===== src/rtl/risc_toy_mem_arbiter.sv =====
// risc_toy_mem_arbiter
// Shares one single-port memory between the RISC_TOY fetch port (I) and data
// port (D). Only one access is in flight at a time. D wins ties, but a
// starvation counter hands the memory to I after MAX_DBURST consecutive D
// grants made while I was waiting. Every output comes straight from a flop.
module risc_toy_mem_arbiter #(
    parameter int AW         = 30,
    parameter int DW         = 32,
    parameter int MEM_LAT    = 1,
    parameter int MAX_DBURST = 4
) (
    input  logic          CLK,
    input  logic          RST,
    // instruction-fetch side
    input  logic          IREQ,
    input  logic [AW-1:0] IADDR,
    output logic          IACK,
    output logic [DW-1:0] IRDATA,
    // data side
    input  logic          DREQ,
    input  logic          DRW,
    input  logic [AW-1:0] DADDR,
    input  logic [DW-1:0] DWDATA,
    output logic          DACK,
    output logic [DW-1:0] DRDATA,
    // unified memory side
    output logic          MREQ,
    output logic          MRW,
    output logic [AW-1:0] MADDR,
    output logic [DW-1:0] MWDATA,
    input  logic [DW-1:0] MRDATA,
    // status
    output logic          BUSY
);

    // Starvation counter must be able to hold MAX_DBURST itself.
    localparam int SW = $clog2(MAX_DBURST + 1);
    // Wait counter holds MEM_LAT-1; keep at least one bit for MEM_LAT==1.
    localparam int WW = (MEM_LAT > 1) ? $clog2(MEM_LAT) : 1;

    localparam logic [SW-1:0] STARV_MAX = SW'(MAX_DBURST);
    localparam logic [WW-1:0] WAIT_LOAD = WW'(MEM_LAT - 1);

    typedef enum logic [1:0] {
        ST_IDLE  = 2'd0,
        ST_ISSUE = 2'd1,
        ST_WAIT  = 2'd2,
        ST_RESP  = 2'd3
    } state_t;

    state_t          state_q,     state_d;
    logic            owner_i_q,   owner_i_d;    // 1: I owns the access, 0: D
    logic [WW-1:0]   wait_cnt_q,  wait_cnt_d;
    logic [SW-1:0]   starv_cnt_q, starv_cnt_d;

    // The memory-side registers double as the address/rw/wdata latches:
    // they are loaded on grant and simply hold until the next grant.
    logic            mreq_q,      mreq_d;
    logic            mrw_q,       mrw_d;
    logic [AW-1:0]   maddr_q,     maddr_d;
    logic [DW-1:0]   mwdata_q,    mwdata_d;

    logic            iack_q,      iack_d;
    logic            dack_q,      dack_d;
    logic [DW-1:0]   irdata_q,    irdata_d;
    logic [DW-1:0]   drdata_q,    drdata_d;
    logic            busy_q,      busy_d;

    // D wins unless I is also waiting and D has used up its burst allowance.
    logic grant_d_side;
    always_comb begin
        grant_d_side = DREQ && (!IREQ || (starv_cnt_q != STARV_MAX));
    end

    // Next-state and registered-output computation for the access FSM.
    always_comb begin
        state_d     = state_q;
        owner_i_d   = owner_i_q;
        wait_cnt_d  = wait_cnt_q;
        starv_cnt_d = starv_cnt_q;
        mreq_d      = 1'b0;
        mrw_d       = mrw_q;
        maddr_d     = maddr_q;
        mwdata_d    = mwdata_q;
        iack_d      = 1'b0;
        dack_d      = 1'b0;
        irdata_d    = irdata_q;
        drdata_d    = drdata_q;

        unique case (state_q)
            ST_IDLE: begin
                if (IREQ || DREQ) begin
                    // Loading the memory registers here makes MREQ and the
                    // payload appear together in the ISSUE cycle.
                    mreq_d  = 1'b1;
                    state_d = ST_ISSUE;
                    if (grant_d_side) begin
                        owner_i_d = 1'b0;
                        maddr_d   = DADDR;
                        mrw_d     = DRW;
                        mwdata_d  = DWDATA;
                        if (IREQ) begin
                            if (starv_cnt_q != STARV_MAX) begin
                                starv_cnt_d = starv_cnt_q + SW'(1);
                            end
                        end else begin
                            starv_cnt_d = '0;
                        end
                    end else begin
                        // Fetches are always reads; write data keeps its
                        // previous value.
                        owner_i_d   = 1'b1;
                        maddr_d     = IADDR;
                        mrw_d       = 1'b0;
                        starv_cnt_d = '0;
                    end
                end
            end

            ST_ISSUE: begin
                wait_cnt_d = WAIT_LOAD;
                state_d    = ST_WAIT;
            end

            ST_WAIT: begin
                if (wait_cnt_q != '0) begin
                    wait_cnt_d = wait_cnt_q - WW'(1);
                end else begin
                    // MRDATA is valid in this cycle; capture it so it is
                    // presented alongside the ACK pulse.
                    if (owner_i_q) begin
                        irdata_d = MRDATA;
                        iack_d   = 1'b1;
                    end else begin
                        if (!mrw_q) begin
                            drdata_d = MRDATA;
                        end
                        dack_d = 1'b1;
                    end
                    state_d = ST_RESP;
                end
            end

            ST_RESP: begin
                state_d = ST_IDLE;
            end

            default: begin
                state_d = ST_IDLE;
            end
        endcase

        // BUSY is registered from the next state so it tracks the FSM exactly.
        busy_d = (state_d != ST_IDLE);
    end

    // State and output registers; reset abandons any in-flight access.
    always_ff @(posedge CLK) begin
        if (RST) begin
            state_q     <= ST_IDLE;
            owner_i_q   <= 1'b0;
            wait_cnt_q  <= '0;
            starv_cnt_q <= '0;
            mreq_q      <= 1'b0;
            mrw_q       <= 1'b0;
            maddr_q     <= '0;
            mwdata_q    <= '0;
            iack_q      <= 1'b0;
            dack_q      <= 1'b0;
            irdata_q    <= '0;
            drdata_q    <= '0;
            busy_q      <= 1'b0;
        end else begin
            state_q     <= state_d;
            owner_i_q   <= owner_i_d;
            wait_cnt_q  <= wait_cnt_d;
            starv_cnt_q <= starv_cnt_d;
            mreq_q      <= mreq_d;
            mrw_q       <= mrw_d;
            maddr_q     <= maddr_d;
            mwdata_q    <= mwdata_d;
            iack_q      <= iack_d;
            dack_q      <= dack_d;
            irdata_q    <= irdata_d;
            drdata_q    <= drdata_d;
            busy_q      <= busy_d;
        end
    end

    assign MREQ   = mreq_q;
    assign MRW    = mrw_q;
    assign MADDR  = maddr_q;
    assign MWDATA = mwdata_q;
    assign IACK   = iack_q;
    assign IRDATA = irdata_q;
    assign DACK   = dack_q;
    assign DRDATA = drdata_q;
    assign BUSY   = busy_q;

endmodule

===== config.mk =====
export PLATFORM = sky130hd
export DESIGN_NAME = risc_toy_mem_arbiter
export DESIGN_NICKNAME = d
export VERILOG_FILES = /design/src/rtl/risc_toy_mem_arbiter.sv
export SDC_FILE = /design/constraint.sdc
export NUM_CORES = 1
export LEC_CHECK = 0
export ABC_AREA = 1
export CAP_MARGIN = 40
export CELL_PAD_IN_SITES_DETAIL_PLACEMENT = 0
export CELL_PAD_IN_SITES_GLOBAL_PLACEMENT = 1
export CORE_ASPECT_RATIO = 0.6
export CORE_MARGIN = 2
export CORE_UTILIZATION = 31
export CTS_BUF_LIST = sky130_fd_sc_hd__clkbuf_8 sky130_fd_sc_hd__clkbuf_16
export CTS_CLUSTER_SIZE = 30
export DETAILED_ROUTE_END_ITERATION = 10
export PLACE_DENSITY_LB_ADDON = 0.1
export SETUP_SLACK_MARGIN = 0.2
export SLEW_MARGIN = 5
export SYNTH_ARGS = -nofsm -noshare
export SYNTH_HDL_FRONTEND = slang
export SYNTH_SLANG_ARGS = --single-unit

===== constraint.sdc =====
create_clock -name CLK -period 2.5 [get_ports CLK]
set_clock_uncertainty 0.15 [all_clocks]
set_input_delay 0.5 -clock CLK [delete_from_list [all_inputs] [get_ports CLK]]
set_output_delay 0.5 -clock CLK [all_outputs]
set_load 0.02 [all_outputs]

== Yosys cells after proc, flatten, opt, wreduce, memory -nomap -nowiden ==
Index checks and enable logic that the tools add are counted.

* Register bits: 138
* Input bits: 129
* Logic and storage cells: 53

* Add/subtract/negate cells: 2
* Equal/unequal tests: 5
* Multiplexer cells: 14
* Bitwise operators: 5
* Reductions and logical operators: 14

{| class="wikitable"
|+ Operator list
! kind !! count
|-
| $mux 30 || 1
|-
| $mux 3 || 3
|-
| $reduce_and 3->1 || 3
|-
| $pmux 2 s4 || 1
|-
| $mux 1 || 6
|-
| $not 1->1 || 5
|-
| $eq 2x2->1 const B || 2
|-
| $mux 2 || 2
|-
| $reduce_and 4->1 || 1
|-
| $reduce_bool 2->1 || 2
|-
| $add 3x1->3 const B || 1
|-
| $ne 3x2->1 const B || 1
|-
| $ne 3x3->1 const B || 1
|-
| $reduce_or 3->1 || 1
|-
| $eq 2x1->1 const B || 1
|-
| $logic_not 2->1 || 1
|-
| $logic_or 1x1->1 || 2
|-
| $pmux 1 s2 || 1
|-
| $reduce_and 2->1 || 1
|-
| $reduce_or 2->1 || 1
|-
| $logic_and 1x1->1 || 1
|-
| $logic_not 1->1 || 1
|-
| $sub 1x1->1 const B || 1
|}

== Depth between registers and ports, before layout ==
* Word-level depth: 5
* Mapped depth: 10

== Worst setup path before layout ==
Ideal clock, no wire load.

* Kind: register to register
* From: register state_q[0]
* To: register maddr_q[29] (netlist: MADDR[29])
* Arrival time: 1.252 ns
* Path slack: 0.989 ns
* Stages on the path, launching flop included: 9
* Buffers on the path: 2
* Cells stage by stage: dfxtp_1 > inv_1 > ha_1 > clkbuf_8 > dlygate4sd1_1 > nand4_1 > nand3_1 > nand2_1 > inv_1

* Longest elaborated chain between the ends: 2

{| class="wikitable"
|+ RTL lines
! element !! RTL line !! source
|-
| start, declared || 51 || <nowiki>state_t state_q, state_d;</nowiki>
|-
| start signal, assigned || 174 || <nowiki>state_q <= state_d;</nowiki>
|-
| $logic_not 2->1 || 90 || <nowiki>unique case (state_q)</nowiki>
|-
| $reduce_and 2->1 (no line) || n/a ||
|-
| end signal, assigned || 180 || <nowiki>maddr_q <= maddr_d;</nowiki>
|-
| end, declared || 60 || <nowiki>logic [AW-1:0] maddr_q, maddr_d;</nowiki>
|}

No other way between the ends.
A chain may end at the register's enable or synchronous reset.

== Worst setup path in the final report ==
* From: register mrw_q (netlist: MRW)
* To: output port MRW

{| class="wikitable"
|+ RTL lines
! element !! RTL line !! source
|-
| start, declared || 59 || <nowiki>logic mrw_q, mrw_d;</nowiki>
|-
| start signal, assigned || 179 || <nowiki>mrw_q <= mrw_d;</nowiki>
|-
| end, declared || 28 || <nowiki>output logic MRW,</nowiki>
|}

No word-level cell between the ends.

==> results.cfg <==
[setup_path]
cp_slowest_cell = clkdlybuf4s50_1
max_stage_delay_ns = 0.67
rrSetupSlack_ns = 0.50
path_delay_family = buffers and inverters
arrival_ns = 1.48
worstSetupPathType = flop to primary output
cp-start-kind = flop
end_kind = primary output
critPathRequiredTime_ns = 1.85
crit_buf_inv = 1
cp_max_fo = 3
crit_chain = clkdlybuf4s50_1

[detailed_routing]
dr.pass1.iters = 5
drt_iter0_markers = 350
drc = 0
routed_wl_um = 18100
ant_nets = 0
viasPerCell = 4.59
vias = 5488
post_drt_wl_per_cell_um = 15.2

[cts]
htree_levels = 4
insertion_delay_ns = 0.42
cts_hold_buf = 0
postCtsResizedCells = 0
cts_tree = yes
cts_buffers = 17
clock-sinks = 137
clockBufferDepth = 2
root_buffer = clkbuf_16
cts_setup_buffers = 0
clk_pin_slew_ns = 0.06

[global_routing]
grt_use_total = 0.191
gr-total-overflow = 0
grt_antenna_before_repair = 1
grt_pass1_vias = 5333
grt_max_degree = 51
grt_pass1_wl_um = 28200

[timing]
max_freq_ghz = 0.471
rsz0062_at_grt = no
min_period_ns = 2.13
final_max_slew_viol_count = 0
worst_slew_pin_slew_ns = 0.702
finalHoldViolations = 0
fin_crit_sh = 0.850
slew-limit-headroom = 0.532
finalSetupViolCount = 0
tns_ns = 0

[worst_hold_path]
hold_path.class = flop to flop

[yosys]
synth_fp_nets = 841
synth_largest_area_cell = dfxtp_1
yosys-top-cells-area = dfxtp_1, nand2_1, nor2_1, o21ai_0, nand3_1
synth.yosys.seq_area_share = 0.496
synth_top_area_frac = 0.496
synth-seq-cells = 137
synth_fa_ha_area_frac = 0.00905
syn_inst = 708
synthSimpleGateAreaFrac = 0.294
synth_warnings = 0
syn_area_um2 = 5530
synthMuxAreaShare = 0
ys_types = 26
synth_xor_area_frac = 0.00158
syn_area_per_cell_um2 = 7.81
synth-compound-area-share = 0.0970
synth_top_family_by_area = simple AND/OR/NAND/NOR gates

[die]
start_util = 0.319
dieArea_um2 = 19000
ios = 260
die_w_um = 176
core-area_um2 = 17300
die_h_um = 107
rows = 37

[placement]
io_buffers = 259
gp_congestion = 0.826
hpwl_um = 12700
dpl_cell_area_um2 = 8170

[pwr]
p_per_area_nw_per_um2 = 860
total_leakage_power_nw = 3.58
switching_share = 0.328
pwr-share-clk = 0.337
combPwrFrac = 0.310
internal_power_mw = 5.06
share_seq_of_total_power = 0.354
peakVddDrop_v = 0.000365
p_switching_mw = 2.48

[layout]
syn_to_final_growth_pct = 58.5
drive_above_1_share = 0.0708
final_cell_area_um2 = 8770
layout.nets = 1081

[run_status]
status = completed

[job]
cap_violations = 0
## synth_stat cells
master and instances:
dfxtp_1 137, nand2_1 135, nor2_1 133, o21ai_0 64, nand3_1 50, a21oi_1 39, inv_1 39, nand4_1 31
clkbuf_1 18, buf_6 17, nand3_2 10, buf_2 8, clkbuf_8 5, ha_1 4, buf_4 3, inv_2 3
nand3_4 2, nor2_2 2, dlygate4sd1_1 1, dlymetal6s2s_1 1, nand2_4 1, nor3_1 1, nor3_2 1, o21ai_1 1
o21ai_4 1, xor2_1 1
## worst min-delay path, stage by stage (launching register included)
cell	delay (ns)
dfxtp_1	0.31
nand2_1	0.06
a21oi_1	0.05
## cell families after synthesis
| family | Yosys count |
|---|---|
| AND/OR/NAND/NOR | 366 |
| XOR/XNOR | 1 |
| adder cells (fa/ha/maj) | 4 |
| AO/OA/AOI/OAI | 105 |
| buffers and inverters | 95 |
| flip-flops | 137 |
## state kept, by name (all words and copies together) (netlist names)
name         flops
MRW              1
state_q          2
IACK             1
IRDATA          32
DACK             1
MADDR           30
starv_cnt_q      3
owner_i_q        1
DRDATA          32
BUSY             1
MWDATA          32
MREQ             1
## metrics by stage
stage	cells	hold WS [ns]	worst slack, ns	total power, mW	util
3_5_place_dp	1163	0.307	0.149	5.06	0.472
3_3_place_gp	1163	0.301	0.180	5.03	0.472
2_1_floorplan	708	0.311	0.989	4.02	-
5_1_grt	1195	0.335	0.339	7.95	0.506
6_report	1196	0.312	0.375	7.54	0.506
4_1_cts	1195	0.316	0.358	7.63	0.506
## layer usage
metal,track usage,vias up,routed length [um]
li1,-,2775,-
met3,0.0837,15,2020
met5,0,-,0
met4,0.0514,0,194
met2,0.287,218,7720
met1,0.250,2480,8210
## placed cells by master (no fill, tap or decap), types with 4 or more instances in the layout
| master | instances |
|---|---|
| ha_1 | 4 |
| a21oi_1 | 39 |
| buf_12 | 4 |
| nand2_1 | 135 |
| nand3_2 | 10 |
| clkdlybuf4s50_1 | 258 |
| inv_1 | 39 |
| buf_4 | 11 |
| o21ai_0 | 64 |
| clkbuf_16 | 17 |
| dfxtp_1 | 137 |
| nor2_1 | 133 |
| nand4_1 | 31 |
| nand3_1 | 50 |
| inv_6 | 4 |
## power groups by stage
stage	logic [mW]	clock network, mW	registers, mW
detailed placement	2.35	0	2.71
global route	2.55	2.69	2.70
CTS	2.36	2.61	2.67
floorplan	0.967	0	3.05
finish	2.34	2.54	2.67
global placement	2.33	0	2.70
## area by class of cell
cell class                 count  area (um2)
antenna                        1        2.50
clock buffer                  19         453
clock inverter                13         141
fill                        1656        8550
inverter                      42         158
multi-input combinational    476        2230
sequential                   137        2740
tap                          234         293
timing repair buffer         274        2750
## worst paths after layout
check | from | endpoint | cells past startpoint
hold reg to reg | MWDATA[4]$_SDFFE_PP0P_ | MWDATA[4]$_SDFFE_PP0P_ | 2
hold / removal | MWDATA[4]$_SDFFE_PP0P_ | MWDATA[4]$_SDFFE_PP0P_ | 2
setup reg to reg | state_q[0]$_SDFF_PP0_ | MADDR[25]$_SDFFE_PP0P_ | 7
setup / recovery | MRW$_SDFFE_PP0P_ | MRW | 1
(Power assumes the default switching activity.)
